===== src/rtl/alu_pkg.sv =====
// Shared definitions for the ALU result latch slice: FSM encoding, flag bit
// positions, history depth and the history read-index helper.
// Pure declarations; no latency or flow control of its own.
package alu_pkg;

  // Debounce FSM state encoding
  localparam logic [1:0] ST_IDLE     = 2'd0;
  localparam logic [1:0] ST_ARMED    = 2'd1;
  localparam logic [1:0] ST_CAPTURE  = 2'd2;
  localparam logic [1:0] ST_WAIT_REL = 2'd3;

  // Bit positions inside the {Ze, N, C, V} flag nibble
  localparam int FLAG_Z = 3;
  localparam int FLAG_N = 2;
  localparam int FLAG_C = 1;
  localparam int FLAG_V = 0;

  // History ring depth; pointer arithmetic relies on this being 4 (2-bit wrap)
  localparam int HIST_DEPTH = 4;

  // Index of the entry hist_sel steps back from the newest capture.
  // wp points at the next slot to write, so the newest entry is wp-1.
  function automatic logic [1:0] hist_rd_idx(input logic [1:0] wp,
                                             input logic [1:0] sel);
    return wp - 2'd1 - sel;
  endfunction

endpackage


===== src/rtl/btn_debounce.sv =====
// Synchronizes and debounces the raw step button into a single capture pulse.
// Latency: pulse asserted DEBOUNCE_CYCLES+3 cycles after a clean raw rising edge.
// No backpressure: one pulse per accepted press; release must settle before re-arm.
module btn_debounce
  import alu_pkg::*;
#(
  parameter int DEBOUNCE_CYCLES = 1000
) (
  input  logic clk,
  input  logic reset,
  input  logic step_btn,
  output logic capture_pulse,
  output logic busy
);

  localparam logic [15:0] DB_LIMIT   = 16'(DEBOUNCE_CYCLES);
  localparam logic [15:0] DB_REL_END = 16'(DEBOUNCE_CYCLES - 1);

  logic        sync_1;
  logic        btn_s;
  logic [1:0]  state;
  logic [1:0]  state_nxt;
  logic [15:0] cnt;
  logic [15:0] cnt_nxt;

  // Two-flop synchronizer for the asynchronous button input
  always_ff @(posedge clk) begin
    if (reset) begin
      sync_1 <= 1'b0;
      btn_s  <= 1'b0;
    end else begin
      sync_1 <= step_btn;
      btn_s  <= sync_1;
    end
  end

  // Next-state and counter logic for press/release debouncing
  always_comb begin
    state_nxt = state;
    cnt_nxt   = cnt;
    case (state)
      ST_IDLE: begin
        cnt_nxt = 16'd0;
        if (btn_s) begin
          state_nxt = ST_ARMED;
          cnt_nxt   = 16'd1;
        end
      end
      ST_ARMED: begin
        if (!btn_s) begin
          state_nxt = ST_IDLE;
          cnt_nxt   = 16'd0;
        end else if (cnt == DB_LIMIT) begin
          state_nxt = ST_CAPTURE;
        end else begin
          cnt_nxt = cnt + 16'd1;
        end
      end
      ST_CAPTURE: begin
        state_nxt = ST_WAIT_REL;
        cnt_nxt   = 16'd0;
      end
      ST_WAIT_REL: begin
        // Any high sample during release restarts the settle count
        if (btn_s) begin
          cnt_nxt = 16'd0;
        end else if (cnt == DB_REL_END) begin
          state_nxt = ST_IDLE;
          cnt_nxt   = 16'd0;
        end else begin
          cnt_nxt = cnt + 16'd1;
        end
      end
      default: begin
        state_nxt = ST_IDLE;
        cnt_nxt   = 16'd0;
      end
    endcase
  end

  // State, counter and registered busy flag
  always_ff @(posedge clk) begin
    if (reset) begin
      state <= ST_IDLE;
      cnt   <= 16'd0;
      busy  <= 1'b0;
    end else begin
      state <= state_nxt;
      cnt   <= cnt_nxt;
      busy  <= (state_nxt != ST_IDLE);
    end
  end

  // Capture strobe is a straight decode of the state register
  assign capture_pulse = (state == ST_CAPTURE);

endmodule


===== src/rtl/alu_result_latch.sv =====
// Latches ALU result/flags on a debounced step and keeps a 4-deep result history.
// Latency: outputs update DEBOUNCE_CYCLES+4 cycles after a clean button edge.
// No backpressure: ALU inputs are sampled only in the capture cycle, ignored otherwise.
module alu_result_latch
  import alu_pkg::*;
#(
  parameter int DEBOUNCE_CYCLES = 1000
) (
  input  logic       clk,
  input  logic       reset,
  input  logic       step_btn,
  input  logic [3:0] alu_y,
  input  logic [3:0] alu_flags,
  input  logic [1:0] hist_sel,
  output logic [3:0] acc_out,
  output logic [3:0] flags_out,
  output logic [3:0] disp_out,
  output logic [7:0] step_count,
  output logic       busy
);

  logic       capture_pulse;
  logic [3:0] hist [HIST_DEPTH];
  logic [1:0] wp;

  btn_debounce #(
    .DEBOUNCE_CYCLES(DEBOUNCE_CYCLES)
  ) u_debounce (
    .clk           (clk),
    .reset         (reset),
    .step_btn      (step_btn),
    .capture_pulse (capture_pulse),
    .busy          (busy)
  );

  // Accumulator, flags and capture counter update once per accepted press
  always_ff @(posedge clk) begin
    if (reset) begin
      acc_out    <= 4'd0;
      flags_out  <= 4'd0;
      step_count <= 8'd0;
    end else if (capture_pulse) begin
      acc_out    <= alu_y;
      flags_out  <= alu_flags;
      step_count <= step_count + 8'd1;
    end
  end

  // History ring: write at wp, then advance; 2-bit wp wraps mod 4 naturally
  always_ff @(posedge clk) begin
    if (reset) begin
      for (int i = 0; i < HIST_DEPTH; i++) begin
        hist[i] <= 4'd0;
      end
      wp <= 2'd0;
    end else if (capture_pulse) begin
      hist[wp] <= alu_y;
      wp       <= wp + 2'd1;
    end
  end

  // Display readout: hist_sel steps back from the newest capture
  always_comb begin
    disp_out = hist[hist_rd_idx(wp, hist_sel)];
  end

endmodule


===== config.mk =====
export PLATFORM = sky130hd
export DESIGN_NAME = alu_result_latch
export DESIGN_NICKNAME = d
export VERILOG_FILES = /design/src/rtl/alu_pkg.sv /design/src/rtl/btn_debounce.sv /design/src/rtl/alu_result_latch.sv
export SDC_FILE = /design/constraint.sdc
export NUM_CORES = 1
export LEC_CHECK = 0
export ABC_AREA = 1
export CORE_ASPECT_RATIO = 0.7
export CORE_MARGIN = 1
export CORE_UTILIZATION = 57
export CTS_BUF_LIST = sky130_fd_sc_hd__clkbuf_8
export CTS_CLUSTER_DIAMETER = 30
export DETAILED_ROUTE_END_ITERATION = 16
export PLACE_DENSITY = 0.79
export REMOVE_ABC_BUFFERS = 1
export SYNTH_ARGS = -nofsm -noshare
export SYNTH_HDL_FRONTEND = slang
export SYNTH_SLANG_ARGS = --single-unit

===== constraint.sdc =====
create_clock -name clk -period 1.95 [get_ports clk]
set_clock_uncertainty 0.15 [all_clocks]
set_input_delay 0.39 -clock clk [delete_from_list [all_inputs] [get_ports clk]]
set_output_delay 0.39 -clock clk [all_outputs]
set_load 0.01 [all_outputs]

==> results of run 1 <==
-- sequential cells by signal, indices dropped and copies added (netlist names) --
name / count
wp: 2
u_debounce.busy: 1
flags_out: 4
u_debounce.state: 2
step_count: 8
u_debounce.cnt: 16
hist: 16
acc_out: 4
u_debounce.sync_1: 1
u_debounce.btn_s: 1
-- final timing paths --
kind,start,endpoint,cells after the start
min reg2reg,u_debounce.sync_1,u_debounce.btn_s,2
min,u_debounce.sync_1,u_debounce.btn_s,2
max reg2reg,wp[1],hist[2][2],5
max,hist_sel[0],disp_out[2],9
-- synthesized netlist by cell type, drive strengths merged (5+ instances only) --
| cell type | instances |
|---|---|
| nor3 | 13 |
| edfxtp | 16 |
| nor2 | 57 |
| a22o | 5 |
| buf | 5 |
| a21oi | 13 |
| o21ai | 13 |
| nand2 | 59 |
| dfxtp | 39 |
| nand3 | 14 |
| inv | 48 |
-- routing by layer --
metal | track usage, % | part of all wire [%]
met3 | 6.047 | 5.5
met1 | 33.27 | 49
met5 | 0 | 0
met2 | 39.79 | 45
met4 | 6.158 | 1.2
-- area by class of cell --
class | instances | area share [%]
tap | 55 | 2.170
clock buffer | 6 | 2.604
clock inverter | 2 | 0.3550
sequential | 55 | 39.80
inverter | 48 | 5.680
multi-input combinational | 204 | 36.13
timing repair buffer | 48 | 13.25
-- through the flow --
step                instances  hold slack (ns)  worst slack [ns]  utilization [%]  TNS [ns]
detailed placement        407           0.2474           -0.8947            69.77    -4.394
finish                    418           0.2605           -0.2762            72.84    -1.064
global route              418           0.2833           -0.3601            72.84    -1.339
CTS                       416           0.2609           -0.2669            72.07   -0.9931
floorplan                 307           0.2383          -0.04768                -   -0.1890
global placement          407           0.2483           -0.8738            69.77    -4.415
-- timing repair --
| item | CTS | global route |
|---|---|---|
| hold buffers | 0 | 0 |
| setup buffers | 1 | 3 |
| gates cloned | 0 | 0 |
| hold endpoints to repair | 0 | 0 |
| resized for setup | 24 | 6 |
| endpoints found under the setup margin | 4 | 8 |
| pin swaps | 3 | 3 |
-- power groups by stage --
stage	logic [mW]	registers, mW	clock network, mW
finish	0.114	1.20	0.652
CTS	0.107	1.20	0.666
detailed placement	0.111	1.22	0
global placement	0.108	1.22	0
floorplan	0.0485	1.22	0
global route	0.125	1.20	0.721
-- worst max-delay path, stage by stage --
cell	delay [ns]
dlygate4sd2_1	0.22
inv_2	0.05
ha_4	0.17
xnor2_4	0.15
xor2_2	0.24
buf_4	0.16
o211ai_1	0.07
o21ai_1	0.08
buf_2	0.15
-- cells by family after synthesis --
logic type	count (synthesis)	share of synthesized area [%]
AND/OR/NAND/NOR	152	28.42
flip-flops	55	48.72
buffers and inverters	53	8.506
AO/OA/AOI/OAI	39	9.183
XOR/XNOR	5	1.692
multiplexers	4	1.547
adder cells (fa/ha/maj)	4	1.933
==> results.py, run 1 <==
metrics = {
    "outcome": {
        "status": "complete, but fails checks",
        "violations": "setup timing",
    },
    "clocking": {
        "cts.path.max_buffers": 2,
        "cts_tree": "done",
        "cts_num_sinks": 55,
        "cts_max_level": 2,
        "path_clk_slew_ns": 0.09,
        "cts-root-buf": "clkbuf_8",
        "cts_made_buffers": 5,
        "clkLatencyLatePin_ns": 0.31,
    },
    "yosys": {
        "synth_ff_type": "dfxtp_1",
        "synth_cell_types": 32,
        "yosysWarnings": 0,
        "netlist.area_leader.share_pct": 30.16,
        "synth-edff-count": 16,
        "syn_area_per_cell_um2": 8.297,
        "yosysSeqAreaShare_pct": 48.72,
        "synth_area_leader_cell": "dfxtp_1",
        "synth-seq-cells": 55,
        "syn_inst": 312,
        "async_flop_share_pct": 0,
        "syn_area_um2": 2589,
        "ys_top_cells_by_area": "dfxtp_1 (30%), edfxtp_1 (19%), nand2_1 (7.5%), nor2_1 (6.4%), inv_1 (6.2%)",
    },
    "worst_setup_path": {
        "cp.required_ns": 1.41,
        "cp.arrival_ns": 1.69,
        "critPathCaptureType": "output pin",
        "cp_max_fo": 4,
        "critPathLaunchType": "primary input",
        "rrSetupSlack_ns": 0.18,
        "critPathKind": "in -> out",
    },
    "cells_and_area": {
        "seq_area_um2": 1262,
        "final_common_cell": "nand2_1",
        "layout_common_cells": "nand2_1 (52), nor2_1 (44), inv_1 (42)",
        "syn2layout_area_growth_pct": 22.52,
        "n_antenna_cell": 0,
        "design_area_um2": 3172,
        "fin_nets": 379,
        "multi_input_area_um2": 1146,
        "drive_gt1_share_pct": 18.73,
        "n_fill_cell": 357,
    },
    "grt": {
        "grt_use_total_pct": 24.61,
        "antenna_found_initial": 0,
        "first_global_vias": 1982,
        "grt_remaining_overflow": 0,
        "grt_pass1_wl_um": 8852,
        "grt_max_degree": 17,
    },
    "sta": {
        "finalSetupViolCount": 4,
        "relSlewSlack_pct": 50.70,
        "drv_slew": 0,
        "fin_crit_ns": 2.226,
        "hold_viol": 0,
        "tightest_slew_ns": 0.7367,
        "grt_setup_unrepaired": "yes",
        "layout_setup_ws_ns": -0.2762,
        "period_share_pct": 114.2,
        "fmax_ghz": 0.4492,
    },
    "route": {
        "viasPerCell": 5.041,
        "drt-total-wl_um": 5371,
        "drtIter0Drc": 115,
        "firstDrtPassIters": 4,
        "drc_errors": 0,
        "wire_per_inst_um": 12.85,
        "ant_nets": 0,
        "via_count": 2107,
    },
    "power": {
        "leakage_nw": 1.215,
        "p_switching_mw": 0.4316,
        "combPwrFrac_pct": 5.8,
        "finalPower_mw": 1.963,
        "p_int_mw": 1.532,
        "power_density_nw_per_um2": 619.0,
        "pwr-share-clk_pct": 33.2,
        "p_seq_share_pct": 61.0,
        "peakVddDrop_mv": 0.6052,
        "netSwitchingFraction_pct": 21.99,
    },
    "floorplanning": {
        "dieArea_um2": 4820,
        "rows": 20,
        "dieHeight_um": 58.39,
        "coreArea_um2": 4354,
        "io_pins": 34,
        "fp.dieW_um": 82.55,
        "start_util_pct": 59.45,
    },
    "place": {
        "gp_congestion": 0.8216,
        "place.port_buffers": 33,
        "placed_cell_area_um2": 3038,
        "dp_hpwl_um": 3989,
    },
    "flow_run": {
        "drv_cap": 0,
    },
    "worst_hold_path": {
        "holdCritPathClass": "reg -> reg",
    },
}
(Power assumes the default switching activity.)
==> inputs of run 2 (changes only) <==
- CAP_MARGIN: unset -> 20
- CORE_MARGIN: 1 -> 3
==> results.py, run 2 (same netlist as run 1, synthesis figures left out) <==
metrics = {
    "sta": {
        "period_share_pct": 111.7,
        "finalSetupViolCount": 4,
        "holdWs_ns": 0.2773,
        "fin_crit_ns": 2.177,
        "drv_slew": 0,
        "tightest_slew_ns": 0.7445,
        "layout_setup_ws_ns": -0.2272,
        "hold_viol": 0,
        "fmax_ghz": 0.4593,
        "setup_tns_ns": -0.8021,
        "grt_setup_unrepaired": "yes",
        "relSlewSlack_pct": 49.84,
    },
    "clocking": {
        "cts-root-buf": "clkbuf_8",
        "clkLatencyLatePin_ns": 0.30,
        "path_clk_slew_ns": 0.10,
        "cts_tree": "done",
        "cts_num_sinks": 55,
        "cts_max_level": 2,
        "hold_buffers": 0,
        "cts.path.max_buffers": 2,
        "cts_made_buffers": 5,
    },
    "worst_setup_path": {
        "cp.arrival_ns": 1.64,
        "max_stage_delay_ns": 0.24,
        "reg2reg_to": "hist[2][1]",
        "cp-endpoint": "disp_out[2]",
        "cp-startpoint": "hist_sel[0]",
        "worstPathBufferInverterCount": 4,
        "rrSetupSlack_ns": 0.12,
        "reg2reg_from": "wp[1]",
        "cp.depth": 9,
        "critPathKind": "in -> out",
        "critPathLaunchType": "primary input",
        "cp_top_family": "buffers and inverters",
        "critPathCaptureType": "output pin",
        "reg2reg_depth": 5,
        "cp_slowest_cell": "dlygate4sd2_1",
        "cp.required_ns": 1.41,
        "worstPathCellList": "dlygate4sd2_1, inv_2, ha_4, xnor2_2, xor2_1, buf_4, o211ai_1, o21ai_1, buf_2",
        "cp_max_fo": 8,
    },
    "outcome": {
        "violations": "setup timing",
        "status": "complete, but fails checks",
    },
    "cells_and_area": {
        "fin_nets": 379,
        "drive_gt1_share_pct": 18.51,
        "layout_common_cells": "nand2_1 (52), nor2_1 (44), inv_1 (43)",
        "final_common_cell": "nand2_1",
        "final_cells": 414,
        "n_antenna_cell": 0,
        "syn2layout_area_growth_pct": 22.04,
        "largestRegisters": "hist (16), u_debounce.cnt (16), step_count (8)",
        "final_util_pct": 76.38,
    },
    "route": {
        "drtIter0Drc": 182,
        "viasPerCell": 5.210,
        "drt-total-wl_um": 5536,
        "ant_nets": 0,
        "drc_errors": 0,
        "firstDrtPassIters": 5,
        "via_count": 2157,
        "wire_per_inst_um": 13.37,
    },
    "worst_hold_path": {
        "min_from": "u_debounce.sync_1",
        "holdCritPathClass": "reg -> reg",
        "min_path_cells": 2,
    },
    "grt": {
        "first_global_vias": 1996,
        "grt_remaining_overflow": 0,
        "grt_use_total_pct": 21.79,
        "grt_pass1_wl_um": 9335,
        "antenna_found_initial": 0,
        "grt_max_degree": 16,
    },
    "power": {
        "combPwrFrac_pct": 5.5,
        "peakVddDrop_mv": 0.5688,
        "p_switching_mw": 0.4098,
        "p_seq_share_pct": 59.1,
        "p_int_mw": 1.616,
        "netSwitchingFraction_pct": 20.23,
        "power_density_nw_per_um2": 641.3,
        "pwr-share-clk_pct": 35.4,
        "leakage_nw": 1.223,
    },
    "floorplanning": {
        "dieArea_um2": 5399,
        "coreArea_um2": 4136,
        "dieHeight_um": 62.39,
        "io_pins": 34,
        "fp.dieW_um": 86.55,
        "rows": 19,
        "start_util_pct": 62.58,
    },
    "place": {
        "dp.cells": 406,
        "gp_congestion": 0.8308,
        "place.port_buffers": 33,
        "dp_hpwl_um": 4171,
    },
    "flow_run": {
        "drv_cap": 0,
    },
}
==> run 2: per-stage QoR <==
stage	setup slack, ns	cell area [um2]	power [mW]
5_1_grt	-0.2955	3159	2.104
2_1_floorplan	-0.04768	2549	1.270
4_1_cts	-0.2575	3158	2.037
6_report	-0.2272	3159	2.026
3_5_place_dp	-0.9793	3049	1.337
3_3_place_gp	-0.8565	3049	1.333
==> run 2: how the worst min path moves through the flow <==
stage                  endpoint
2_1_floorplan  u_debounce.btn_s
3_3_place_gp   u_debounce.btn_s
3_5_place_dp   u_debounce.btn_s
4_1_cts        u_debounce.btn_s
5_1_grt        u_debounce.btn_s
6_report       u_debounce.btn_s
==> run 2: worst register-to-register path: stages (launching register included) <==
cell	delay (ns)
dfxtp_1	0.35
inv_1	0.08
buf_4	0.14
nor2_1	0.08
inv_1	0.10
o21ai_0	0.57
==> run 2: timing repair <==
action	4_1_cts	5_1_grt
resized for setup	25	2
setup buffers	1	0
pin swaps	3	4
cloned	0	0
setup endpoints to repair	4	5
==> run 2: final cells by class <==
cell class	instances	area [um2]
clock buffer	5	68.82
fill	285	977.2
multi-input combinational	204	1127
tap	52	65.06
sequential	55	1264
inverter	48	180.2
timing repair buffer	48	420.4
clock inverter	2	33.78
==> run 2: power by group through the flow <==
stage	sequential, mW	clock (mW)	combinational [mW]
floorplan	1.22	0	0.0485
global placement	1.22	0	0.109
detailed placement	1.22	0	0.113
CTS	1.20	0.730	0.109
global route	1.20	0.783	0.121
finish	1.20	0.718	0.111
==> run 2: layer usage <==
| metal | up-vias | GRT usage [%] | share of wire (%) |
|---|---|---|---|
| met5 | - | 0 | 0 |
| met4 | 0 | 4.864 | 0.63 |
| met3 | 4 | 5.270 | 7.1 |
| met2 | 91 | 31.11 | 42 |
| met1 | 963 | 33.19 | 50 |
| li1 | 1099 | - | - |
